### src/rtl/load_use_scoreboard_if.sv
// ID-stage hazard bus: pipeline-side inputs and the pipeline control outputs.
interface load_use_scoreboard_if #(
    parameter int REG_W = 5,
    parameter int CNT_W = 16
);
    logic             ID_EX_MemRead;
    logic [REG_W-1:0] ID_EX_Rt;
    logic [REG_W-1:0] IF_ID_Rs;
    logic [REG_W-1:0] IF_ID_Rt;
    logic             IF_ID_UsesRs;
    logic             IF_ID_UsesRt;
    logic             MemWait;
    logic             PCWrite;
    logic             IF_ID_Write;
    logic             Stall;
    logic             Freeze;
    logic [CNT_W-1:0] StallCount;

    modport master (
        output ID_EX_MemRead, ID_EX_Rt, IF_ID_Rs, IF_ID_Rt,
               IF_ID_UsesRs, IF_ID_UsesRt, MemWait,
        input  PCWrite, IF_ID_Write, Stall, Freeze, StallCount
    );

    modport slave (
        input  ID_EX_MemRead, ID_EX_Rt, IF_ID_Rs, IF_ID_Rt,
               IF_ID_UsesRs, IF_ID_UsesRt, MemWait,
        output PCWrite, IF_ID_Write, Stall, Freeze, StallCount
    );
endinterface

### src/rtl/load_use_scoreboard.sv
// Load-use hazard controller with a per-register scoreboard for multi-cycle loads,
// memory-wait freeze and a saturating stall-cycle counter.
module load_use_scoreboard_cell #(
    parameter int PW       = 1,
    parameter int LOAD_LAT = 2
) (
    input  logic clk,
    input  logic reset,
    input  logic advance,
    input  logic mark,
    output logic busy
);
    logic [PW-1:0] pend;

    // A fresh mark overrides the decrement so a reload restarts the window.
    always_ff @(posedge clk) begin
        if (reset)
            pend <= '0;
        else if (advance) begin
            if (mark)
                pend <= PW'(LOAD_LAT - 1);
            else if (pend != '0)
                pend <= pend - PW'(1);
        end
    end

    assign busy = (pend != '0);
endmodule

module load_use_scoreboard #(
    parameter int REG_W    = 5,
    parameter int NUM_REGS = 32,
    parameter int LOAD_LAT = 1,
    parameter int CNT_W    = 16
) (
    input  logic clk,
    input  logic reset,
    load_use_scoreboard_if.slave bus
);
    localparam int PW = (LOAD_LAT > 2) ? $clog2(LOAD_LAT) : 1;

    logic [NUM_REGS-1:1] busy;
    logic                sb_rs, sb_rt;
    logic                match_rs, match_rt;
    logic [CNT_W-1:0]    cnt;

    generate
        if (LOAD_LAT > 1) begin : g_sb
            logic advance;
            assign advance = ~bus.MemWait;
            for (genvar r = 1; r < NUM_REGS; r++) begin : g_cell
                load_use_scoreboard_cell #(.PW(PW), .LOAD_LAT(LOAD_LAT)) u_cell (
                    .clk     (clk),
                    .reset   (reset),
                    .advance (advance),
                    .mark    (bus.ID_EX_MemRead && (bus.ID_EX_Rt == REG_W'(r))),
                    .busy    (busy[r])
                );
            end
        end else begin : g_nosb
            assign busy = '0;
        end
    endgenerate

    // Sources beyond NUM_REGS-1 have no entry and never hit the scoreboard.
    always_comb begin
        sb_rs = 1'b0;
        sb_rt = 1'b0;
        for (int i = 1; i < NUM_REGS; i++) begin
            if (bus.IF_ID_Rs == REG_W'(i) && busy[i]) sb_rs = 1'b1;
            if (bus.IF_ID_Rt == REG_W'(i) && busy[i]) sb_rt = 1'b1;
        end
    end

    assign match_rs = bus.IF_ID_UsesRs && (bus.IF_ID_Rs != '0) &&
                      ((bus.ID_EX_MemRead && (bus.ID_EX_Rt == bus.IF_ID_Rs)) || sb_rs);
    assign match_rt = bus.IF_ID_UsesRt && (bus.IF_ID_Rt != '0) &&
                      ((bus.ID_EX_MemRead && (bus.ID_EX_Rt == bus.IF_ID_Rt)) || sb_rt);

    always_comb begin
        bus.PCWrite     = 1'b1;
        bus.IF_ID_Write = 1'b1;
        bus.Stall       = 1'b0;
        bus.Freeze      = 1'b0;
        if (!reset) begin
            if (bus.MemWait) begin
                bus.Freeze      = 1'b1;
                bus.PCWrite     = 1'b0;
                bus.IF_ID_Write = 1'b0;
            end else if (match_rs || match_rt) begin
                bus.Stall       = 1'b1;
                bus.PCWrite     = 1'b0;
                bus.IF_ID_Write = 1'b0;
            end
        end
    end

    always_ff @(posedge clk) begin
        if (reset)
            cnt <= '0;
        else if ((bus.Stall || bus.Freeze) && !(&cnt))
            cnt <= cnt + CNT_W'(1);
    end

    assign bus.StallCount = cnt;
endmodule

### src/flat_wrapper.sv
// flat-port wrapper written by rule: the top's interface ports become plain ports
module load_use_scoreboard_flat 
#(
    parameter int REG_W    = 5,
    parameter int NUM_REGS = 32,
    parameter int LOAD_LAT = 1,
    parameter int CNT_W    = 16
)
  (clk, reset, bus_ID_EX_MemRead, bus_ID_EX_Rt, bus_IF_ID_Rs, bus_IF_ID_Rt, bus_IF_ID_UsesRs, bus_IF_ID_UsesRt, bus_MemWait, bus_PCWrite, bus_IF_ID_Write, bus_Stall, bus_Freeze, bus_StallCount);
  load_use_scoreboard_if #(.REG_W(REG_W), .CNT_W(CNT_W)) bus_i ();
  input  logic clk;
  input  logic reset;
  input wire logic [$bits(bus_i.ID_EX_MemRead)-1:0] bus_ID_EX_MemRead;
  input wire logic [$bits(bus_i.ID_EX_Rt)-1:0] bus_ID_EX_Rt;
  input wire logic [$bits(bus_i.IF_ID_Rs)-1:0] bus_IF_ID_Rs;
  input wire logic [$bits(bus_i.IF_ID_Rt)-1:0] bus_IF_ID_Rt;
  input wire logic [$bits(bus_i.IF_ID_UsesRs)-1:0] bus_IF_ID_UsesRs;
  input wire logic [$bits(bus_i.IF_ID_UsesRt)-1:0] bus_IF_ID_UsesRt;
  input wire logic [$bits(bus_i.MemWait)-1:0] bus_MemWait;
  output wire logic [$bits(bus_i.PCWrite)-1:0] bus_PCWrite;
  output wire logic [$bits(bus_i.IF_ID_Write)-1:0] bus_IF_ID_Write;
  output wire logic [$bits(bus_i.Stall)-1:0] bus_Stall;
  output wire logic [$bits(bus_i.Freeze)-1:0] bus_Freeze;
  output wire logic [$bits(bus_i.StallCount)-1:0] bus_StallCount;
  assign bus_i.ID_EX_MemRead = bus_ID_EX_MemRead;
  assign bus_i.ID_EX_Rt = bus_ID_EX_Rt;
  assign bus_i.IF_ID_Rs = bus_IF_ID_Rs;
  assign bus_i.IF_ID_Rt = bus_IF_ID_Rt;
  assign bus_i.IF_ID_UsesRs = bus_IF_ID_UsesRs;
  assign bus_i.IF_ID_UsesRt = bus_IF_ID_UsesRt;
  assign bus_i.MemWait = bus_MemWait;
  assign bus_PCWrite = bus_i.PCWrite;
  assign bus_IF_ID_Write = bus_i.IF_ID_Write;
  assign bus_Stall = bus_i.Stall;
  assign bus_Freeze = bus_i.Freeze;
  assign bus_StallCount = bus_i.StallCount;
  load_use_scoreboard #(.REG_W(REG_W), .NUM_REGS(NUM_REGS), .LOAD_LAT(LOAD_LAT), .CNT_W(CNT_W)) u_core (.clk(clk), .reset(reset), .bus(bus_i));
endmodule
### config.mk
export PLATFORM = sky130hd
export DESIGN_NAME = load_use_scoreboard_flat
export DESIGN_NICKNAME = d
export VERILOG_FILES = /design/src/rtl/load_use_scoreboard_if.sv /design/src/rtl/load_use_scoreboard.sv /design/src/flat_wrapper.sv
export SDC_FILE = /design/constraint.sdc
export NUM_CORES = 1
export LEC_CHECK = 0
export ABC_CLOCK_PERIOD_IN_PS = 4040
export CAP_MARGIN = 10
export CORE_MARGIN = 4
export CORE_UTILIZATION = 45
export DETAILED_ROUTE_END_ITERATION = 8
export GPL_TIMING_DRIVEN = 0
export PLACE_DENSITY = 0.8
export REMOVE_ABC_BUFFERS = 1
export SETUP_SLACK_MARGIN = 0.5
export SYNTH_ARGS = -nofsm -noshare
export SYNTH_HDL_FRONTEND = slang
export SYNTH_SLANG_ARGS = --single-unit
### constraint.sdc
create_clock -name clk -period 4.04 [get_ports clk]
set_clock_uncertainty 0.2 [all_clocks]
set_input_delay 0.404 -clock clk [delete_from_list [all_inputs] [get_ports clk]]
set_output_delay 0.404 -clock clk [all_outputs]
set_load 0.01 [all_outputs]
==> results by group <==
Route
  • TritonRoute pass-1 iters: 4
  • Via Count: 1064
  • WL final: 2.88 mm
  • Vias per inst: 5.88
  • Routed len/inst: 15.9 µm
  • Routed Antenna Nets: 0
  • Iter 0 DRT Violations: 26
  • Drt drc: 0

Die
  • Die area: 3050 µm²
  • Core Region: 2040 µm²
  • Die height: 55.2 µm
  • Initial Utilization: 0.491
  • Die Wd: 55.2 µm
  • Io pins: 41
  • Row count: 16

Timing
  • Fmax: 292 MHz
  • Hold Vio Cnt, Final: 0
  • Fin crit period: 3.42 ns
  • RSZ-0062 raised after global routing: false
  • Period utilisation layout: 0.847
  • Worst Setup Slack, final: 0.618 ns
  • Worst Hold Slack: 0.303 ns
  • # setup viols final: 0
  • Max-slew headroom: 0.396
  • Actual slew at the worst max-slew pin: 0.904 ns
  • Fin. max-slew vios: 0

Power and ir drop
  • P_sw: 0.0779 mW
  • Max IR drop VDD: 172 µV
  • Comb power frac: 0.201
  • Cell area power density: 214 nW/µm²
  • Clock Power Share: 0.270
  • Lkg Pwr: 0.480 nW
  • Sequential fraction of design power: 0.529
  • Switch share: 0.254
  • Cell Int Power: 0.229 mW

Logic synthesis
  • EDFF count, synth: 0
  • Synth Cell Area: 1000 µm²
  • XOR/XNOR Fraction of Synth Area: 0.0699
  • Synth Area in Compound Gates: 0.270
  • Yosys reg bits: 16
  • Mapped Cells: 116
  • Post-Synth Adder-Cell Area: 0.0125
  • Syn avg cell area: 8.64 µm²
  • Yosys cell types: 36
  • Register area share after synthesis: 0.320
  • Proportion of synthesized area in mux cells: 0.0212
  • Ys async rst share: 0
  • Primary FF master, synth: dfxtp_1
  • Main combinational cell family by area after synthesis: compound AO/OA/AOI/OAI gates
  • Synthesis Warnings: 0
  • Post-Synth Simple-Gate Area: 0.240

Place
  • I/O Buffers: 40
  • Dpl cell area: 1410 µm²
  • Placed wire-length estimate: 2.22 mm
  • GPL Wtd Cong: 0.729
  • DP Worst Slack: 0.529 ns

Worst setup path
  • Most used cell, CP: clkdlybuf4s50_1
  • CP max-delay cell: clkdlybuf4s50_1
  • WP data arrival: 2.82 ns
  • Crit-path cells: clkdlybuf4s50_1, or4_1, a21oi_1, nor4b_1, o31ai_2, buf_4, clkdlybuf4s50_1
  • Crit end category: output pin
  • Startpoint Class: primary input
  • CP required: 3.44 ns
  • Worst setup path class: primary input to output pin
  • Crit path max fanout: 12
  • Worst path max stage delay: 0.57 ns

GRT
  • Layer carrying the most global-route usage: met2
  • GR Layer Usage met1: 0.292
  • Gr usage total: 0.216
  • First-pass GRT wire length: 4.86 mm
  • GR Overflow Total: 0
  • Largest net degree at the start of global routing: 20
  • Initial antenna violation count: 0
  • Number of global-route vias before repair: 1037
  • Met3 Use GR: 0.0456
  • M2 GR Usage: 0.350

CTS
  • Max Root-Sink Buffers: 2
  • H-tree depth: 1
  • Hold_buf cts: 0
  • Worst-skew pair later-pin latency: 0.28 ns
  • CTS tree: done
  • Clock-pin slew on the worst setup and hold paths: 0.09 ns
  • Clock root buffer: clkbuf_4
  • CTS buffer count: 3
  • Clk sinks: 16

Run
  • Max-cap violation count: 0

Cells and area
  • Diodes inserted: 0
  • Largest register FFs: 16
  • Fraction of layout cells with a size suffix above 1: 0.0909
  • Layout fillers: 179
  • Area grow syn2layout: 43.6%
  • NumNets Final: 178
  • Final instance area: 1440 µm²

Outcome
  • Status: complete, no violations

Worst hold path
  • Worst Hold Class: flip-flop to flip-flop
[cells in the final DEF (no fill, tap or decap), types with 6 or more instances in the layout]
cell type,count
nand3_1,9
o31ai_1,7
dfxtp_1,16
o41ai_1,7
nand2_1,6
inv_1,6
clkdlybuf4s50_1,40
o311ai_0,6
a21oi_1,6
xnor2_1,6
[logic make-up after synthesis]
family | count (synthesis)
AOI/OAI and AO/OA | 35
xor gates and xnor gates | 8
muxes | 2
adders and majority gates | 1
buffers and inverters | 14
and+or+nand+nor | 40
DFF | 16
[final timing paths]
kind / from / endpoint / depth (start not counted) / slack [ns]
max: bus_IF_ID_Rt[0] / bus_IF_ID_Write / 7 / 0.62
min reg2reg: u_core.bus.StallCount[13] / u_core.bus.StallCount[13] / 2 / 0.30
max reg2reg: u_core.bus.StallCount[0] / u_core.bus.StallCount[11] / 6 / 1.48
min: u_core.bus.StallCount[13] / u_core.bus.StallCount[13] / 2 / 0.30
[final cells by class]
type / count / area (µm²) / share of cell area
clock buffer: 3 / 22.5 / 0.0157
sequential: 16 / 320 / 0.223
tap: 27 / 33.8 / 0.0235
inverter: 6 / 22.5 / 0.0157
timing repair buffer: 43 / 420 / 0.292
multi-input combinational: 86 / 619 / 0.430
[synth_stat cells, types with 3 or more instances]
cell / count / area (µm²)
dfxtp_1: 16 / 320
nand3_1: 9 / 45.0
o31ai_1: 8 / 60.1
o41ai_1: 7 / 61.3
a21oi_1: 6 / 30.0
inv_1: 6 / 22.5
nand2_1: 6 / 22.5
o311ai_0: 6 / 52.6
xnor2_1: 6 / 52.6
or4_1: 4 / 30.0
and3_1: 3 / 18.8
buf_2: 3 / 15.0
clkbuf_1: 3 / 11.3
nor3_1: 3 / 15.0
o211ai_1: 3 / 22.5
[power by group through the flow]
stage	Combinational (mW)	Clock, mW	Sequential (mW)
2_1_floorplan	0.0209	0	0.166
4_1_cts	0.0609	0.0856	0.162
6_report	0.0619	0.0829	0.162
3_3_place_gp	0.0571	0	0.166
5_1_grt	0.0675	0.0945	0.163
3_5_place_dp	0.0606	0	0.166
[worst max-delay path: cells and delay by family]
kind,cells,cell delay [ns]
AOI/OAI and AO/OA,2,0.50
and+or+nand+nor,2,0.65
buffers and inverters,3,1.28
[layer usage]
| metal | part of all wire | wire length [µm] | vias to the layer above |
|---|---|---|---|
| li1 | - | - | 537 |
| met4 | 0.0052 | 15 | 0 |
| met2 | 0.47 | 1360 | 29 |
| met1 | 0.47 | 1360 | 495 |
| met5 | 0 | 0 | - |
| met3 | 0.051 | 147 | 3 |
[timing repair]
action,in CTS,in global routing
buffers inserted,0,1
resized for setup,0,0
setup endpoints to repair,0,2
[stage by stage]
stage	setup TNS (ns)	utilization	total power [mW]	std cells
after floorplan	0	-	0.187	108
after global placement	-0.734	0.681	0.223	175
after detailed placement	0	0.690	0.227	177
after CTS	0	0.701	0.309	180
after global routing	0	0.705	0.325	181
final	0	0.705	0.307	181
Power figures use the tool's default switching activity.
